File: src/rtl/cpu_pkg.sv
// Shared types and constants for the LEGv8 multi-cycle sequencer and its decoder.
package cpu_pkg;

  localparam int INSTR_W = 32;
  localparam logic [63:0] DEFAULT_RESET_PC = 64'h0;

  typedef enum logic [2:0] {
    S_IDLE    = 3'd0,
    S_FETCH   = 3'd1,
    S_DECODE  = 3'd2,
    S_EXECUTE = 3'd3,
    S_MEM     = 3'd4,
    S_WB      = 3'd5,
    S_ERR     = 3'd6
  } state_e;

  // Opcode fields at their native LEGv8 widths, MSB-aligned in instr[31:...].
  localparam logic [5:0]  OP_B     = 6'b000101;
  localparam logic [7:0]  OP_BCOND = 8'b01010100;
  localparam logic [7:0]  OP_CBZ   = 8'b10110100;
  localparam logic [10:0] OP_ADDS  = 11'b10101011000;
  localparam logic [10:0] OP_SUBS  = 11'b11101011000;
  localparam logic [9:0]  OP_ADDI  = 10'b1001000100;
  localparam logic [10:0] OP_LDUR  = 11'b11111000010;
  localparam logic [10:0] OP_STUR  = 11'b11111000000;
  localparam logic [10:0] OP_LDURB = 11'b00111000010;
  localparam logic [10:0] OP_STURB = 11'b00111000000;
  localparam logic [8:0]  OP_MOVZ  = 9'b110100101;
  localparam logic [8:0]  OP_MOVK  = 9'b111100101;

  function automatic logic is_mem_op(input logic mem_write, input logic mem_to_reg);
    return mem_write | mem_to_reg;
  endfunction

endpackage

File: src/rtl/cpu_sequencer_if.sv
// Instruction and data memory handshake bundle between the sequencer and the memories.
interface cpu_sequencer_if #(
  parameter int ADDR_W = 64
);
  import cpu_pkg::*;

  logic               imem_req;
  logic [ADDR_W-1:0]  imem_addr;
  logic               imem_ack;
  logic [INSTR_W-1:0] imem_rdata;
  logic               dmem_req;
  logic               dmem_we;
  logic               dmem_ack;

  modport master (
    output imem_req, imem_addr, dmem_req, dmem_we,
    input  imem_ack, imem_rdata, dmem_ack
  );

  modport slave (
    input  imem_req, imem_addr, dmem_req, dmem_we,
    output imem_ack, imem_rdata, dmem_ack
  );

endinterface

File: src/rtl/pc_next_calc.sv
// Combinational next-PC: pc + 4, or pc + sign-extended word offset shifted left by 2.
module pc_next_calc #(
  parameter int ADDR_W = 64
) (
  input  logic [ADDR_W-1:0] pc,
  input  logic              uncond_br,
  input  logic              br_taken,
  input  logic [18:0]       cond_addr19,
  input  logic [25:0]       br_addr26,
  output logic [ADDR_W-1:0] pc_next
);

  logic [ADDR_W-1:0] off_words;
  logic [ADDR_W-1:0] off_bytes;

  always_comb begin
    off_words = uncond_br ? {{(ADDR_W-26){br_addr26[25]}}, br_addr26}
                          : {{(ADDR_W-19){cond_addr19[18]}}, cond_addr19};
    off_bytes = off_words << 2;
    pc_next   = br_taken ? (pc + off_bytes) : (pc + ADDR_W'(4));
  end

endmodule

File: src/rtl/cpu_sequencer.sv
// Multi-cycle FETCH/DECODE/EXECUTE/MEM/WB sequencer with req/ack memories and request timeout.
module cpu_sequencer
  import cpu_pkg::*;
#(
  parameter int                ADDR_W      = 64,
  parameter logic [ADDR_W-1:0] RESET_PC    = DEFAULT_RESET_PC[ADDR_W-1:0],
  parameter int                MEM_TIMEOUT = 255
) (
  input  logic               clk,
  input  logic               reset_n,
  input  logic               run,
  cpu_sequencer_if.master    bus,
  output logic [INSTR_W-1:0] instr,
  input  logic               UncondBr,
  input  logic               BrTaken,
  input  logic               RegWrite,
  input  logic               MemWrite,
  input  logic               MemToReg,
  input  logic [18:0]        CondAddr19,
  input  logic [25:0]        BrAddr26,
  output logic               rf_we,
  output logic               retire,
  output logic [ADDR_W-1:0]  pc,
  output logic [31:0]        instr_count,
  output logic [2:0]         state,
  output logic               busy,
  output logic               err
);

  localparam int TO_W = (MEM_TIMEOUT < 2) ? 1 : $clog2(MEM_TIMEOUT + 1);
  localparam logic [TO_W-1:0] TO_LAST = TO_W'(MEM_TIMEOUT - 1);

  state_e             state_q, state_d;
  logic [ADDR_W-1:0]  pc_q, pc_d;
  logic [INSTR_W-1:0] instr_q, instr_d;
  logic [31:0]        cnt_q, cnt_d;
  logic [TO_W-1:0]    to_cnt_q, to_cnt_d;
  logic               err_q, err_d;
  logic               imem_req_q, imem_req_d;
  logic               dmem_req_q, dmem_req_d;
  logic               dmem_we_q, dmem_we_d;
  logic               rf_we_q, rf_we_d;
  logic               retire_c;
  logic [ADDR_W-1:0]  pc_next;

  pc_next_calc #(.ADDR_W(ADDR_W)) u_pc_next (
    .pc          (pc_q),
    .uncond_br   (UncondBr),
    .br_taken    (BrTaken),
    .cond_addr19 (CondAddr19),
    .br_addr26   (BrAddr26),
    .pc_next     (pc_next)
  );

  always_comb begin
    state_d  = state_q;
    pc_d     = pc_q;
    instr_d  = instr_q;
    cnt_d    = cnt_q;
    to_cnt_d = to_cnt_q;
    err_d    = err_q;
    retire_c = 1'b0;

    case (state_q)
      S_IDLE: begin
        if (run) begin
          state_d  = S_FETCH;
          to_cnt_d = '0;
        end
      end
      S_FETCH: begin
        // Ack wins over an expiring timeout in the same cycle.
        if (bus.imem_ack) begin
          instr_d = bus.imem_rdata;
          state_d = S_DECODE;
        end else begin
          to_cnt_d = to_cnt_q + TO_W'(1);
          if (to_cnt_q == TO_LAST) begin
            state_d = S_ERR;
            err_d   = 1'b1;
          end
        end
      end
      S_DECODE: state_d = S_EXECUTE;
      S_EXECUTE: begin
        if (is_mem_op(MemWrite, MemToReg)) begin
          state_d  = S_MEM;
          to_cnt_d = '0;
        end else if (RegWrite) begin
          state_d = S_WB;
        end else begin
          retire_c = 1'b1;
        end
      end
      S_MEM: begin
        if (bus.dmem_ack) begin
          if (MemToReg) state_d = S_WB;
          else          retire_c = 1'b1;
        end else begin
          to_cnt_d = to_cnt_q + TO_W'(1);
          if (to_cnt_q == TO_LAST) begin
            state_d = S_ERR;
            err_d   = 1'b1;
          end
        end
      end
      S_WB:    retire_c = 1'b1;
      S_ERR:   state_d = S_ERR;
      default: state_d = S_ERR;
    endcase

    if (retire_c) begin
      pc_d     = pc_next;
      cnt_d    = cnt_q + 32'd1;
      to_cnt_d = '0;
      state_d  = run ? S_FETCH : S_IDLE;
    end

    // Strobes are registered from the next state so they never glitch on inputs.
    imem_req_d = (state_d == S_FETCH);
    dmem_req_d = (state_d == S_MEM);
    dmem_we_d  = (state_d == S_MEM) && MemWrite;
    rf_we_d    = (state_d == S_WB);
  end

  always_ff @(posedge clk or negedge reset_n) begin
    if (!reset_n) begin
      state_q    <= S_IDLE;
      pc_q       <= RESET_PC;
      instr_q    <= '0;
      cnt_q      <= '0;
      to_cnt_q   <= '0;
      err_q      <= 1'b0;
      imem_req_q <= 1'b0;
      dmem_req_q <= 1'b0;
      dmem_we_q  <= 1'b0;
      rf_we_q    <= 1'b0;
    end else begin
      state_q    <= state_d;
      pc_q       <= pc_d;
      instr_q    <= instr_d;
      cnt_q      <= cnt_d;
      to_cnt_q   <= to_cnt_d;
      err_q      <= err_d;
      imem_req_q <= imem_req_d;
      dmem_req_q <= dmem_req_d;
      dmem_we_q  <= dmem_we_d;
      rf_we_q    <= rf_we_d;
    end
  end

  assign bus.imem_req  = imem_req_q;
  assign bus.imem_addr = pc_q;
  assign bus.dmem_req  = dmem_req_q;
  assign bus.dmem_we   = dmem_we_q;
  assign instr         = instr_q;
  assign rf_we         = rf_we_q;
  assign retire        = retire_c;
  assign pc            = pc_q;
  assign instr_count   = cnt_q;
  assign state         = state_q;
  assign busy          = (state_q != S_IDLE) && (state_q != S_ERR);
  assign err           = err_q;

endmodule

File: src/flat_wrapper.sv
// flat-port wrapper written by rule: the top's interface ports become plain ports
module cpu_sequencer_flat import cpu_pkg::*;
#(
  parameter int                ADDR_W      = 64,
  parameter logic [ADDR_W-1:0] RESET_PC    = DEFAULT_RESET_PC[ADDR_W-1:0],
  parameter int                MEM_TIMEOUT = 255
)
  (clk, reset_n, run, instr, UncondBr, BrTaken, RegWrite, MemWrite, MemToReg, CondAddr19, BrAddr26, rf_we, retire, pc, instr_count, state, busy, err, bus_imem_req, bus_imem_addr, bus_dmem_req, bus_dmem_we, bus_imem_ack, bus_imem_rdata, bus_dmem_ack);
  cpu_sequencer_if #(.ADDR_W(ADDR_W)) bus_i ();
  input  logic clk;
  input  logic reset_n;
  input  logic run;
  output logic [INSTR_W-1:0] instr;
  input  logic UncondBr;
  input  logic BrTaken;
  input  logic RegWrite;
  input  logic MemWrite;
  input  logic MemToReg;
  input  logic [18:0] CondAddr19;
  input  logic [25:0] BrAddr26;
  output logic rf_we;
  output logic retire;
  output logic [ADDR_W-1:0] pc;
  output logic [31:0] instr_count;
  output logic [2:0] state;
  output logic busy;
  output logic err;
  output wire logic [$bits(bus_i.imem_req)-1:0] bus_imem_req;
  output wire logic [$bits(bus_i.imem_addr)-1:0] bus_imem_addr;
  output wire logic [$bits(bus_i.dmem_req)-1:0] bus_dmem_req;
  output wire logic [$bits(bus_i.dmem_we)-1:0] bus_dmem_we;
  input wire logic [$bits(bus_i.imem_ack)-1:0] bus_imem_ack;
  input wire logic [$bits(bus_i.imem_rdata)-1:0] bus_imem_rdata;
  input wire logic [$bits(bus_i.dmem_ack)-1:0] bus_dmem_ack;
  assign bus_imem_req = bus_i.imem_req;
  assign bus_imem_addr = bus_i.imem_addr;
  assign bus_dmem_req = bus_i.dmem_req;
  assign bus_dmem_we = bus_i.dmem_we;
  assign bus_i.imem_ack = bus_imem_ack;
  assign bus_i.imem_rdata = bus_imem_rdata;
  assign bus_i.dmem_ack = bus_dmem_ack;
  cpu_sequencer #(.ADDR_W(ADDR_W), .RESET_PC(RESET_PC), .MEM_TIMEOUT(MEM_TIMEOUT)) u_core (.clk(clk), .reset_n(reset_n), .run(run), .bus(bus_i), .instr(instr), .UncondBr(UncondBr), .BrTaken(BrTaken), .RegWrite(RegWrite), .MemWrite(MemWrite), .MemToReg(MemToReg), .CondAddr19(CondAddr19), .BrAddr26(BrAddr26), .rf_we(rf_we), .retire(retire), .pc(pc), .instr_count(instr_count), .state(state), .busy(busy), .err(err));
endmodule
File: config.mk
export PLATFORM = sky130hd
export DESIGN_NAME = cpu_sequencer_flat
export DESIGN_NICKNAME = d
export VERILOG_FILES = /design/src/rtl/cpu_pkg.sv /design/src/rtl/cpu_sequencer_if.sv /design/src/rtl/pc_next_calc.sv /design/src/rtl/cpu_sequencer.sv /design/src/flat_wrapper.sv
export SDC_FILE = /design/constraint.sdc
export NUM_CORES = 1
export LEC_CHECK = 0
export CORE_UTILIZATION = 50
export CTS_CLUSTER_SIZE = 16
export DETAILED_ROUTE_END_ITERATION = 10
export PLACE_DENSITY = 0.83
export SLEW_MARGIN = 20
export SYNTH_ARGS = -nofsm -noshare
export SYNTH_HDL_FRONTEND = slang
export SYNTH_SLANG_ARGS = --single-unit
File: constraint.sdc
create_clock -name clk -period 3.9 [get_ports clk]
set_input_delay 0.585 -clock clk [delete_from_list [all_inputs] [get_ports clk]]
set_output_delay 0.585 -clock clk [all_outputs]
set_load 0.03 [all_outputs]
---- Yosys cells after proc, flatten, opt, wreduce, memory -nomap -nowiden ----
Cells that the tools add are included.
storage, ports and cells
  input bits .............................. 87
  register bits ........................... 144
  logic and storage cells ................. 67
  output and inout port bits .............. 202
cells by class
  multiplexer cells ....................... 27
  equal/unequal tests ..................... 16
  reduce and logical (&&, ||, !) cells .... 9
  add/subtract/negate cells ............... 4
  bitwise logic cells ..................... 1
operator list
  operator                                                                  number
  64-bit by 3-bit adder with 64-bit output (second input constant)          1
  64-bit adder                                                              1
  64-bit 2-to-1 mux                                                         1
  62-bit 2-to-1 mux                                                         1
  8-bit 2-to-1 mux                                                          5
  32-bit by 1-bit adder with 32-bit output (second input constant)          1
  8-bit one-hot mux with 4 select lines                                     1
  3-bit 2-to-1 mux                                                          8
  3-bit one-hot mux with 6 select lines                                     1
  3-bit == test (second input constant)                                     4
  3-bit inequality test (second input constant)                             4
  8-bit by 1-bit adder with 8-bit output (second input constant)            1
  8-bit == test (second input constant)                                     1
  1-bit 2-to-1 mux                                                          8
  3-bit by 1-bit == test with 1-bit output (second input constant)          2
  3-bit by 2-bit == test with 1-bit output (second input constant)          2
  5-bit AND reduction                                                       1
  5-bit nonzero test                                                        1
  2-bit inequality test (second input constant)                             2
  3-bit logical NOT                                                         1
  3-bit by 2-bit inequality test with 1-bit output (second input constant)  1
  1-bit one-hot mux with 3 select lines                                     1
  3-bit AND reduction                                                       1
  3-bit nonzero test                                                        1
  5 further kinds                                                           6

---- Longest topological paths before layout ----
  word-level depth ........................ 7
  gate-level depth with buffers ........... 16
  mapped depth without buffers ............ 14

---- Cells and area by module ----
A second synthesis with hierarchy kept.
unflattened totals
  cells, all modules ...................... 1105
  area total of the unflattened synthesis .. 10784.1 um^2
modules (own cells, without submodules)
  module         area each (um^2)  instances  sequential area each (um^2)  cells an instance
  cpu_sequencer  6861.6            1          3603.5                       541
  pc_next_calc   3922.5            1          0.0                          564

---- Worst setup path after synthesis ----
No wires, ideal clock.
  path kind ............................... in2reg
  start point ............................. in UncondBr
  end point ............................... reg u_core.pc_q[46], in the netlist u_core.bus.imem_addr[46]
  cell stages on the path ................. 14
  required time ........................... 3.772 ns
  arrival time ............................ 5.000 ns
  library setup time ...................... 0.128 ns
  path slack .............................. -1.228 ns
  buffers on the path ..................... 2
  cell sequence ........................... clkbuf_1 nand2b_1 a21boi_1 ha_1 buf_6 a21o_1 a21o_1 a21oi_2 nand3_1 or4_1 and3b_4 o21ai_2 nand4_1 nor3b_2
between the ends
  cells in the longest elaborated chain, start to end .. 3
ends and longest elaborated chain
  what                  line                  source
  start, declared       flat_wrapper.sv:14    input logic UncondBr;
  62-bit 2-to-1 mux     pc_next_calc.sv:17    off_words = uncond_br ? {{(ADDR_W-26){br_addr26[25]}}, br_addr26}
  64-bit adder          pc_next_calc.sv:20    pc_next = br_taken ? (pc + off_bytes) : (pc + ADDR_W'(4));
  64-bit 2-to-1 mux     pc_next_calc.sv:20
  end signal, assigned  cpu_sequencer.sv:140  pc_q <= pc_d;
  end, declared         cpu_sequencer.sv:34   logic [ADDR_W-1:0] pc_q, pc_d;
Every way passes these cells.
A chain may end at the register's enable or synchronous reset.

---- Worst setup path in the final report ----
  start point ............................. in BrTaken
  end point ............................... reg u_core.pc_q[48], in the netlist u_core.bus.imem_addr[48]
between the ends
  cells in the longest elaborated chain, start to end .. 1
ends and longest elaborated chain
  what               line                source
  start, declared    flat_wrapper.sv:15  input logic BrTaken;
  64-bit 2-to-1 mux  pc_next_calc.sv:20
Every way passes these cells.

==> results_tabular.tex <==
\begin{tabular}{lr}
\hline
Metric & Value \\
\hline
\multicolumn{2}{l}{\textbf{Status}} \\
Outcome & finished clean \\
\multicolumn{2}{l}{\textbf{Detailed routing}} \\
1st-iter DRT viols & roughly 600 \\
Average vias per placed instance & roughly 5.7 \\
Total detailed-routing wirelength & approximately 30000 µm \\
Via count & between 10000 and 15000 \\
First-pass iteration count of the detailed router & 5 \\
Number of nets with antenna violations after detailed routing & 0 \\
Average detailed-routed wire length per instance & 17.0 µm \\
Post-route DRC violation count & 0 \\
\multicolumn{2}{l}{\textbf{Power and ir drop}} \\
Worst vdd ir & between 0.0006 and 0.0007 V \\
Leakage power summed over all cells & 6.58 nW \\
PnR Total Power & between 10 and 15 mW \\
Ratio of total power to cell area & about 850 nW/µm² \\
\multicolumn{2}{l}{\textbf{Synth}} \\
Yosys top cell by area & dfrtp\_1 \\
Top\_reg\_cell synth & dfrtp\_1 \\
Post-Synthesis Cell Area & approximately 10000 µm² \\
Post-synth ARST share & 1.00 \\
Number of flops mapped to enable cells by yosys & 0 \\
Syn avg cell area & about 8.9 µm² \\
Cells taking the most area after synthesis & dfrtp\_1 34\%, ha\_1 7.6\%, a21oi\_1 5.0\% \\
Post-synth top cells & 142 x dfrtp\_1, 108 x nand2\_1, 105 x a21oi\_1, 86 x nor2\_1, 67 x buf\_4 \\
Synthesis-stage register bit count & around 140 \\
Number of warnings printed during yosys synthesis & 0 \\
Top-count cell post-synth & dfrtp\_1 \\
Proportion of synthesized chip area in sequential cells & 0.339 \\
Area share of the largest cell type after synthesis & 0.339 \\
Number of distinct library cells after synthesis & 82 \\
Synthesized instance count & about 1200 \\
\multicolumn{2}{l}{\textbf{Timing}} \\
Max Slew Vio Count & 0 \\
Setup violators final & 0 \\
Time the final worst path needs with I/O delays and setup & approximately 3.7 ns \\
Slew margin rel. & 0.384 \\
Setup skew after layout & just over 0.01 ns \\
Part of the cycle the worst path needs & 0.937 \\
Final-layout worst hold slack & between 0.2 and 0.25 ns \\
RSZ-0062 raised after global routing & no \\
Measured slew at the worst slew-check pin & about 0.92 ns \\
Highest clock rate & about 0.27 GHz \\
Final hold violation count & 0 \\
Slack of the critical path & 0.246 ns \\
\multicolumn{2}{l}{\textbf{Floorplan}} \\
Placeable core region & about 20000 µm² \\
Area of the die & 21500 µm² \\
Die X-Extent & between 100 and 150 µm \\
I/O Pins & roughly 290 \\
Starting utilization of the core area & 0.515 \\
Height of the chip & between 100 and 150 µm \\
Number of rows created at floorplan & 52 \\
\multicolumn{2}{l}{\textbf{Clock network}} \\
Clock transition at path regs & $\sim$0.070 ns \\
Number of buffers added by the clock tree synthesis step & 17 \\
Clock root cell & clkbuf\_16 \\
TritonCTS clock tree & done \\
Hold buffers post-CTS & 0 \\
TritonCTS Sinks & 142 \\
Maximum root-to-sink buffer count & 2 \\
Latest clock arrival within the worst-skew pair & 0.44 ns \\
Number of H-tree levels & 4 \\
\multicolumn{2}{l}{\textbf{Global route}} \\
GRT Residual Overflow & 0 \\
Antenna violations before repair & 0 \\
Global-route wire length before repair & around 49000 µm \\
Largest net degree at the start of global routing & 101 \\
GRT Overall Usage & 0.284 \\
Via count of the first global-routing pass & approximately 10000 \\
\multicolumn{2}{l}{\textbf{Min path}} \\
Min-Delay Path Class & in2async \\
\multicolumn{2}{l}{\textbf{Final layout}} \\
Final antenna diode count & 0 \\
Final Util & 0.722 \\
Area Growth Syn to Fin & 40.2\% \\
Count of non-filler cells in the finished layout & 1784 \\
Layout cell share with drive strength beyond 1 & 0.164 \\
Nets & 1653 \\
\multicolumn{2}{l}{\textbf{Placed design}} \\
Post-Place Worst Slack & -0.366 ns \\
Cells after DPL & 1750 \\
Post-DP HPWL & 23400 µm \\
Input/output buffers & around 280 \\
Routability-driven placement congestion ratio & just over 0.9 \\
\multicolumn{2}{l}{\textbf{Job}} \\
Max-cap check violation count & 0 \\
\multicolumn{2}{l}{\textbf{Critical path}} \\
Startpoint-to-endpoint class of the critical path & in2reg \\
CP max FO & 6 \\
Nature of the critical path startpoint & primary input \\
Data required time of the worst path & 4.23 ns \\
Critical path endpoint category & flop \\
Crit path DAT & approximately 4.0 ns \\
\hline
\end{tabular}
[placed cells by master (no fill, tap or decap), types with 14 or more instances in the layout]
cell / netlist / layout
a21oi_1: 105 / 105
nor2_1: 86 / 86
nand2b_1: 18 / 17
nand3_1: 25 / 24
o21ai_0: 59 / 57
o21bai_1: 14 / 14
mux2i_1: 21 / 21
nor3_1: 19 / 19
mux2_2: 33 / 33
nor2b_1: 28 / 28
o31ai_1: 15 / 14
clkbuf_16: 0 / 17
clkdlybuf4s50_1: 0 / 281
a21o_1: 43 / 43
xor2_1: 34 / 34
dfrtp_1: 142 / 142
buf_4: 67 / 126
ha_1: 64 / 62
nand4_1: 28 / 28
xnor2_1: 40 / 40
nand2_1: 108 / 108
inv_1: 27 / 27
[sequential cells by signal (all words and copies together), names as in the netlist]
name,count
u_core.err,1
u_core.instr_count,32
u_core.bus.imem_req,1
u_core.state,3
u_core.to_cnt_q,8
u_core.bus.dmem_req,1
u_core.bus.dmem_we,1
u_core.instr,32
u_core.bus.imem_addr,62
u_core.rf_we,1
[worst paths after layout]
kind                                              start                       end  slack [ns]  cells past startpoint
worst max-delay path                            BrTaken  u_core.bus.imem_addr[48]        0.25                     15
worst min register to register   u_core.instr_count[18]    u_core.instr_count[18]        0.49                      1
min in group clk                 u_core.instr_count[18]    u_core.instr_count[18]        0.49                      1
worst min-delay path                            reset_n  u_core.bus.imem_addr[30]        0.23                      1
max in group asynchronous                       reset_n  u_core.bus.imem_addr[41]        2.91                      2
worst max register to register  u_core.bus.imem_addr[2]  u_core.bus.imem_addr[48]        0.68                     12
[per-stage QoR]
step | cell area, µm² | TNS, ns
after floorplan | 10600 | 0
after global placement | 14000 | -4.61
after detailed placement | 14000 | -6.93
after CTS | 14600 | 0
after global routing | 14700 | 0
final | 14700 | 0
[cells by family (layout without fill, tap and decap cells)]
family | Yosys count | after routing | share of synthesized area
AO/OA/AOI/OAI | 328 | 328 | 0.207
XOR/XNOR | 74 | 74 | 0.0618
adder cells (fa/ha/maj) | 65 | 65 | 0.0783
buffers and inverters | 146 | 473 | 0.0783
flip-flops | 142 | 142 | 0.339
multiplexers | 54 | 54 | 0.0555
other | 1 | 4 | 0.000358
AND/OR/NAND/NOR | 374 | 374 | 0.180
[critical path, cell delays in order]
cell,delay (ns)
clkdlybuf4s50_1,0.47
buf_4,0.20
nand2_1,0.06
ha_1,0.16
inv_1,0.06
fa_1,0.41
nand2b_1,0.20
a21oi_2,0.18
o211ai_2,0.15
a2111oi_4,0.40
o2111ai_2,0.25
a21oi_4,0.28
o2111ai_1,0.18
mux2i_1,0.15
a311oi_1,0.25
[area by class of cell]
type | instances | area, µm²
clock buffer | 17 | 425
clock inverter | 15 | 195
fill | 1498 | 5660
inverter | 28 | 105
multi-input combinational | 899 | 6220
sequential | 142 | 3550
tap | 270 | 338
timing repair buffer | 413 | 3860
[layer usage]
layer	wire, µm	track usage	vias to the layer above	share of wire
met5	0	0	-	0
met1	12100	0.332	4779	0.40
met2	15200	0.502	434	0.50
met4	765	0.105	0	0.025
li1	-	-	4808	-
met3	2370	0.0677	68	0.078
[power by group]
part           switching (mW)  total [mW]  internal (mW)
Sequential              0.636        2.66           2.02
Combinational            4.65        8.19           3.54
Clock                   0.794        1.67          0.874
[what timing repair did]
item                                    CTS  global route
endpoints found under the setup margin    0            14
resized for setup                         0             9
buffers inserted                          0             2
No activity file was read; power rests on OpenSTA's default activity.
